## src/rtl/alu_pkg.sv

```systemverilog
// Shared opcode map and FSM state encoding for the ALU issue/capture stage.
package alu_pkg;

    localparam logic [3:0] OPC_ADD           = 4'b0000;
    localparam logic [3:0] OPC_SUB           = 4'b0001;
    localparam logic [3:0] OPC_MUL           = 4'b0010;
    localparam logic [3:0] OPC_DIV           = 4'b0011;
    localparam logic [3:0] OPC_AND           = 4'b0100;
    localparam logic [3:0] OPC_OR            = 4'b0101;
    localparam logic [3:0] OPC_XOR           = 4'b0110;
    localparam logic [3:0] OPC_NOT           = 4'b0111;
    localparam logic [3:0] OPC_SHL           = 4'b1000;
    localparam logic [3:0] OPC_SHR           = 4'b1001;
    localparam logic [3:0] OPC_FIRST_ILLEGAL = 4'b1010;

    typedef enum logic [1:0] {
        ST_IDLE = 2'd0,
        ST_EXEC = 2'd1,
        ST_HOLD = 2'd2
    } state_t;

    // Only ADD and SUB report signed overflow.
    function automatic logic opc_has_ovf(input logic [3:0] op);
        return (op == OPC_ADD) || (op == OPC_SUB);
    endfunction

endpackage

```

## src/rtl/alu_sticky_status.sv

```systemverilog
// Sticky {illegal, divz, ovf} status register; present only when STICKY_STATUS_EN is defined.
`ifdef STICKY_STATUS_EN
module alu_sticky_status (
    input  logic       clk,
    input  logic       rst_n,
    input  logic       i_handshake,
    input  logic [2:0] i_flags,
    input  logic       i_clr,
    output logic [2:0] o_status
);

    logic [2:0] r_status;

    // Clear drops history, but a handshake in the same cycle still records its own flags.
    always_ff @(posedge clk or negedge rst_n) begin
        if (!rst_n) begin
            r_status <= 3'b000;
        end else begin
            r_status <= (i_clr ? 3'b000 : r_status) | (i_handshake ? i_flags : 3'b000);
        end
    end

    assign o_status = r_status;

endmodule
`endif

```

## src/rtl/alu_issue_capture.sv

```systemverilog
// Valid/ready stage around the combinational 8-bit ALU: registers operands, sanitises and holds results.
// Optional sticky status register enabled by defining STICKY_STATUS_EN.
module alu_issue_capture
    import alu_pkg::*;
#(
    parameter int DATA_W = 8,
    parameter int OP_W   = 4
) (
    input  logic              clk,
    input  logic              rst_n,
    input  logic              in_valid,
    output logic              in_ready,
    input  logic [OP_W-1:0]   in_opcode,
    input  logic [DATA_W-1:0] in_a,
    input  logic [DATA_W-1:0] in_b,
    output logic [OP_W-1:0]   alu_opcode,
    output logic [DATA_W-1:0] alu_a,
    output logic [DATA_W-1:0] alu_b,
    input  logic [DATA_W-1:0] alu_y,
    input  logic              alu_zero,
    input  logic              alu_overflow,
    output logic              out_valid,
    input  logic              out_ready,
    output logic [DATA_W-1:0] out_y,
    output logic              out_zero,
    output logic              out_ovf,
    output logic              out_divz,
    output logic              out_illegal
`ifdef STICKY_STATUS_EN
    ,
    input  logic              status_clr,
    output logic [2:0]        status
`endif
);

    state_t            r_state;
    state_t            w_next_state;
    logic              w_in_ready;
    logic              w_accept;
    logic [OP_W-1:0]   r_alu_opcode;
    logic [DATA_W-1:0] r_alu_a;
    logic [DATA_W-1:0] r_alu_b;
    logic              r_out_valid;
    logic [DATA_W-1:0] r_out_y;
    logic              r_out_zero;
    logic              r_out_ovf;
    logic              r_out_divz;
    logic              r_out_illegal;
    logic [DATA_W-1:0] w_san_y;
    logic              w_san_zero;
    logic              w_san_ovf;
    logic              w_san_divz;
    logic              w_san_illegal;
    logic              w_unused_alu_zero;

    // The zero flag is recomputed from alu_y, so the ALU's own flag is never consumed.
    assign w_unused_alu_zero = alu_zero;

    always_comb begin
        w_next_state = r_state;
        w_in_ready   = 1'b0;
        case (r_state)
            ST_IDLE: begin
                w_in_ready = 1'b1;
                if (in_valid) w_next_state = ST_EXEC;
            end
            ST_EXEC: begin
                w_next_state = ST_HOLD;
            end
            ST_HOLD: begin
                w_in_ready = out_ready;
                if (out_ready) w_next_state = in_valid ? ST_EXEC : ST_IDLE;
            end
            default: begin
                w_next_state = ST_IDLE;
            end
        endcase
    end

    assign w_accept = in_valid && w_in_ready;

    // Divide-by-zero and illegal opcodes override whatever the ALU drove.
    always_comb begin
        w_san_y       = alu_y;
        w_san_zero    = (alu_y == '0);
        w_san_ovf     = opc_has_ovf(4'(r_alu_opcode)) && alu_overflow;
        w_san_divz    = 1'b0;
        w_san_illegal = 1'b0;
        if ((4'(r_alu_opcode) == OPC_DIV) && (r_alu_b == '0)) begin
            w_san_y    = {DATA_W{1'b1}};
            w_san_zero = 1'b0;
            w_san_ovf  = 1'b0;
            w_san_divz = 1'b1;
        end else if (4'(r_alu_opcode) >= OPC_FIRST_ILLEGAL) begin
            w_san_y       = '0;
            w_san_zero    = 1'b1;
            w_san_ovf     = 1'b0;
            w_san_illegal = 1'b1;
        end
    end

    always_ff @(posedge clk or negedge rst_n) begin
        if (!rst_n) begin
            r_state       <= ST_IDLE;
            r_alu_opcode  <= '0;
            r_alu_a       <= '0;
            r_alu_b       <= '0;
            r_out_valid   <= 1'b0;
            r_out_y       <= '0;
            r_out_zero    <= 1'b0;
            r_out_ovf     <= 1'b0;
            r_out_divz    <= 1'b0;
            r_out_illegal <= 1'b0;
        end else begin
            r_state <= w_next_state;
            if (w_accept) begin
                r_alu_opcode <= in_opcode;
                r_alu_a      <= in_a;
                r_alu_b      <= in_b;
            end
            if (r_state == ST_EXEC) begin
                r_out_valid   <= 1'b1;
                r_out_y       <= w_san_y;
                r_out_zero    <= w_san_zero;
                r_out_ovf     <= w_san_ovf;
                r_out_divz    <= w_san_divz;
                r_out_illegal <= w_san_illegal;
            end else if (r_out_valid && out_ready) begin
                r_out_valid <= 1'b0;
            end
        end
    end

    assign in_ready    = w_in_ready;
    assign alu_opcode  = r_alu_opcode;
    assign alu_a       = r_alu_a;
    assign alu_b       = r_alu_b;
    assign out_valid   = r_out_valid;
    assign out_y       = r_out_y;
    assign out_zero    = r_out_zero;
    assign out_ovf     = r_out_ovf;
    assign out_divz    = r_out_divz;
    assign out_illegal = r_out_illegal;

`ifdef STICKY_STATUS_EN
    alu_sticky_status u_sticky_status (
        .clk         (clk),
        .rst_n       (rst_n),
        .i_handshake (r_out_valid && out_ready),
        .i_flags     ({r_out_illegal, r_out_divz, r_out_ovf}),
        .i_clr       (status_clr),
        .o_status    (status)
    );
`endif

endmodule
```

## config.mk

```make
export PLATFORM = sky130hd
export DESIGN_NAME = alu_issue_capture
export DESIGN_NICKNAME = d
export VERILOG_FILES = /design/src/rtl/alu_pkg.sv /design/src/rtl/alu_sticky_status.sv /design/src/rtl/alu_issue_capture.sv
export SDC_FILE = /design/constraint.sdc
export NUM_CORES = 1
export LEC_CHECK = 0
export CORE_ASPECT_RATIO = 1.25
export CORE_MARGIN = 10
export CORE_UTILIZATION = 43
export DETAILED_ROUTE_END_ITERATION = 8
export HOLD_SLACK_MARGIN = 0.05
export PLACE_DENSITY_LB_ADDON = 0.15
export SKIP_CTS_REPAIR_TIMING = 1
export SLEW_MARGIN = 10
export SYNTH_ARGS = -nofsm -noshare
export SYNTH_HDL_FRONTEND = slang
export SYNTH_SLANG_ARGS = --single-unit
```

## constraint.sdc

```tcl
create_clock -name clk -period 2.7 [get_ports clk]
set_clock_uncertainty 0.1 [all_clocks]
set_input_delay 0.54 -clock clk [delete_from_list [all_inputs] [get_ports clk]]
set_output_delay 0.54 -clock clk [all_outputs]
set_load 0.02 [all_outputs]
```

# Word level (Yosys, flattened, before mapping)
# Cells that the tools add are included.
dict set report classes {
  n_reduce_logical 11
  n_mux 16
  n_eq_ne 6
  order_cmp 1
}
# operator count
set op_table {}
lappend op_table {{$logic_not 8->1} 2}
lappend op_table {{$mux 8} 2}
lappend op_table {{$mux 1} 10}
lappend op_table {{$pmux 2 s3} 1}
lappend op_table {{$eq 4x1->1 const B} 1}
lappend op_table {{$eq 4x2->1 const B} 1}
lappend op_table {{$ge 4x4->1 const B} 1}
lappend op_table {{$logic_and 1x1->1} 4}
lappend op_table {{$logic_not 4->1} 1}
lappend op_table {{$mux 2} 2}
lappend op_table {{$ne 2x2->1 const B} 2}
lappend op_table {{$eq 2x1->1 const B} 1}
lappend op_table {{$eq 2x2->1 const B} 1}
lappend op_table {{$logic_not 2->1} 1}
lappend op_table {{$pmux 1 s2} 1}
lappend op_table {{$reduce_and 2->1} 1}
lappend op_table {{$reduce_bool 2->1} 1}
lappend op_table {{$logic_or 1x1->1} 1}
dict set report totals {
  out_inout_bits 34
  reg_bits 35
  in_bits 34
}

# Longest topological paths before layout
dict set report depth {
  word_depth 5
  mapped_depth 5
  mapped_depth_nobuf 3
}

# Worst setup path after synthesis
# No wires, ideal clock.
dict set report synth_path {
  path_type {input port to flip-flop}
  start {input alu_y[0]}
  end {register r_out_zero (netlist: out_zero)}
  t_arrival_ps 1405
  n_path_buf 0
  stages 3
  setup_slack_ps 1115
  path_cell_list {or4_1 > o211a_1 > nor3_2}
}
dict set report synth_between {
  elab_chain_cells 3
}
# item line
set synth_lines {}
lappend synth_lines {{start, declared} alu_issue_capture.sv:19} ;# input logic [DATA_W-1:0] alu_y,
lappend synth_lines {{$logic_not 8->1} alu_issue_capture.sv:85} ;# w_san_zero = (alu_y == '0);
lappend synth_lines {{$mux 1} alu_issue_capture.sv:94} ;# end else if (4'(r_alu_opcode) >= OPC_FIRST_ILLEGAL) begin
lappend synth_lines {{$mux 1} alu_issue_capture.sv:89} ;# if ((4'(r_alu_opcode) == OPC_DIV) && (r_alu_b == '0)) begin
lappend synth_lines {{end signal, assigned} alu_issue_capture.sv:124} ;# r_out_zero <= w_san_zero;
lappend synth_lines {{end, declared} alu_issue_capture.sv:45} ;# logic r_out_zero;
# No other way between the ends.
# A chain may end at the register's enable or synchronous reset.

# Worst setup path after layout
dict set report layout_path {
  start {input out_ready}
  end {output in_ready}
}
dict set report layout_between {
  elab_chain_cells 1
}
# item line
set layout_lines {}
lappend layout_lines {{start, declared} alu_issue_capture.sv:23} ;# input logic out_ready,
lappend layout_lines {{$pmux 1 s2} alu_issue_capture.sv:62} ;# case (r_state)
lappend layout_lines {{end, declared} alu_issue_capture.sv:12} ;# output logic in_ready,
# No other way between the ends.

==> summary.txt <==
Timing
  – Final setup margin: about 0.26 ns
  – Max Slew Vio Count: 0
  – Least-Margin Pin Slew: between 0.7 and 0.8 ns
  – Slew margin rel.: 0.496
  – Setup TNS: 0 ns
  – Hold Vio Cnt, Final: 0
  – Period utilization: 0.905
  – Max Clk Rate: ~410 MHz
  – Post-route minimum period: approximately 2.4 ns
  – Setup violators final: 0
  – RSZ-0062 raised after global routing: no

Floorplan
  – Ports: 68
  – Die height: approximately 84 um
  – Area of the core: around 0.0032 mm2
  – Die Footprint: approximately 0.0060 mm2
  – Initial Util: 0.442
  – Die width: 71.2 um
  – # rows: 23

Yosys
  – Post-synthesis cell area: about 0.0014 mm2
  – Ys Warns: 0
  – Top cells by area, synth: dfrtp_1, mux2_2, a31oi_1, nor2_1, nand2_1
  – Synth area leader: dfrtp_1
  – Synth Net Count: between 100 and 150
  – Mapped Cells: 109
  – Synth cell types: 24
  – Register area share after synthesis: 0.621
  – Post-synthesis average cell area: about 13 um2
  – Share of the synthesized area in the top cell type: 0.621
  – Synth Register Bits: 35

Placement
  – Setup slack at placement: around 0.26 ns
  – RD Place Congestion: 0.761
  – Port Buffers: 66
  – Post-DP HPWL: around 3000 um

Global route
  – Number of global-route vias before repair: between 1,000 and 1,500
  – GRT Util Overall: 0.130
  – Largest net degree at the start of global routing: 36
  – GRT overflow: 0
  – First-pass GRT wire length: between 6000 and 7000 um
  – Initial antenna violation count: 0

Drt
  – DRC viols: 0
  – Via density per instance: 5.22
  – Starting DRC count in detailed routing: between 60 and 70
  – DR vias: approximately 1,100
  – Wirelength, routed: 3850 um
  – Number of routed nets with antenna violations: 0
  – Routed length per instance: 17.6 um
  – DR pass1 iterations: 4

Worst hold path
  – Worst min-delay path class: in -> async

Setup path
  – Worst Reg-to-Reg Cells: 3
  – Crit path max fanout: 3
  – CP Launch Type: primary input
  – Req. time, crit path: 2.06 ns
  – Worst setup EP type: output pin
  – Critical Path AT: approximately 1.8 ns
  – Crit Path Class: in -> out

Cells and area
  – Fillers: between 200 and 300
  – Antenna Cells: 0
  – Post-layout util: 0.684
  – Layout cell share with drive strength beyond 1: 0.182
  – Area Growth Syn to Fin: 54.8%
  – NumNets Final: between 200 and 250

Clock network
  – CTS tree: yes
  – Clock buffer depth: 2
  – CTS root buf: clkbuf_8
  – CTS sink cnt: 35
  – Htree depth: 2
  – Num CTS Buffers: 5
  – Clock transition at the registers of the reported paths: 0.07 ns
  – Clk_lat worst skew: roughly 0.29 ns

Pwr
  – Leakage Power: just over 0.9 nW
  – Power Density: 916 mW/mm2
  – Peak supply drop: 0.000552 V

Job
  – Max-cap violations: 0

Status
  – Status: finished, final reports clean
-- cells by family (layout without fill, tap and decap cells) --
kind of cell / after synthesis / after routing / share of synthesized area
muxes: 20 / 20 / 0.160
DFF: 35 / 35 / 0.621
AOI/OAI and AO/OA: 16 / 16 / 0.0683
and+or+nand+nor: 33 / 33 / 0.131
buffers and inverters: 5 / 77 / 0.0204
-- state kept, by name, summed over array words and instances, names as in the netlist --
register and cells:
alu_b 8, alu_a 8, alu_opcode 4, out_ovf 1, out_zero 1, r_state 2
out_divz 1, out_illegal 1, out_y 8, out_valid 1
-- per-stage QoR --
step | instances | area, um2 | hold WS, ns | power (W)
6_report | 218 | 2180 | 0.214 | 0.00200
5_1_grt | 218 | 2180 | 0.261 | 0.00212
4_1_cts | 218 | 2180 | 0.246 | 0.00203
3_5_place_dp | 210 | 2100 | 0.374 | 0.00166
3_3_place_gp | 210 | 2100 | 0.361 | 0.00163
2_1_floorplan | 109 | 1410 | 0.144 | 0.00120
-- path summary, 6_finish.rpt --
| check | startpoint | to | slack [ns] |
|---|---|---|---|
| max in group asynchronous | rst_n | out_y[5] | 1.80 |
| hold reg to reg | out_illegal | out_illegal | 0.39 |
| setup reg to reg | alu_b[2] | out_y[4] | 1.04 |
| hold / removal | rst_n | out_valid | 0.21 |
| min in group clk | out_illegal | out_illegal | 0.39 |
| setup / recovery | out_ready | in_ready | 0.26 |
-- layout by cell type, fill, tap and decap left out --
cell type	count
a21o_1	1
a21oi_1	2
a31oi_1	7
and4_1	1
buf_2	1
buf_4	2
clkbuf_1	2
clkbuf_8	5
clkdlybuf4s50_1	65
clkinv_2	1
dfrtp_1	35
inv_1	1
mux2_2	20
nand2_1	9
nand2b_1	2
nand3_1	1
nor2_1	10
nor2b_1	2
nor3_2	1
nor3b_2	1
nor4_1	1
nor4b_1	2
o211a_1	1
o21ai_0	4
o21ai_1	1
or4_1	1
or4_4	1
or4b_2	1
-- metal layers --
| metal | up-vias | GRT usage | part of all wire |
|---|---|---|---|
| met4 | 0 | 0.0494 | 0.021 |
| met5 | - | 0 | 0 |
| met1 | 553 | 0.122 | 0.36 |
| met2 | 46 | 0.216 | 0.50 |
| li1 | 531 | - | - |
| met3 | 8 | 0.0881 | 0.12 |
-- cells in the mapped netlist --
library cell  count
a21o_1            1
o21ai_1           1
nor3b_2           1
nor3_2            1
nand3_1           1
a21oi_1           2
nand2b_1          2
buf_2             2
and4_1            1
or4b_2            1
inv_1             1
mux2_2           20
buf_4             2
dfrtp_1          35
or4_1             1
nor4b_1           2
a31oi_1           7
nor2b_1           2
nor4_1            1
nand2_1           9
or4_4             1
o21ai_0           4
o211a_1           1
nor2_1           10
-- layout make-up --
cell class / count / area (um2) / area share
flip-flops and latches: 35 / 876 / 0.401
repair buffers: 68 / 671 / 0.307
multi-input cells: 69 / 507 / 0.232
clock buffers: 7 / 76.3 / 0.0349
well taps: 37 / 46.3 / 0.0212
clock inverters: 1 / 5.00 / 0.00229
inverters: 1 / 3.75 / 0.00172
-- power breakdown --
part / internal (W) / leakage, nW / switching [W]
clock network: 0.000181 / 0.0422 / 0.000180
logic: 0.000436 / 0.455 / 0.000412
registers: 0.000686 / 0.413 / 0.000106
-- critical path, cell delays in order --
cell and delay (ns):
clkdlybuf4s50_1 0.49, nor2b_1 0.07, nor2_1 0.09, clkdlybuf4s50_1 0.61
(Power assumes the default switching activity.)
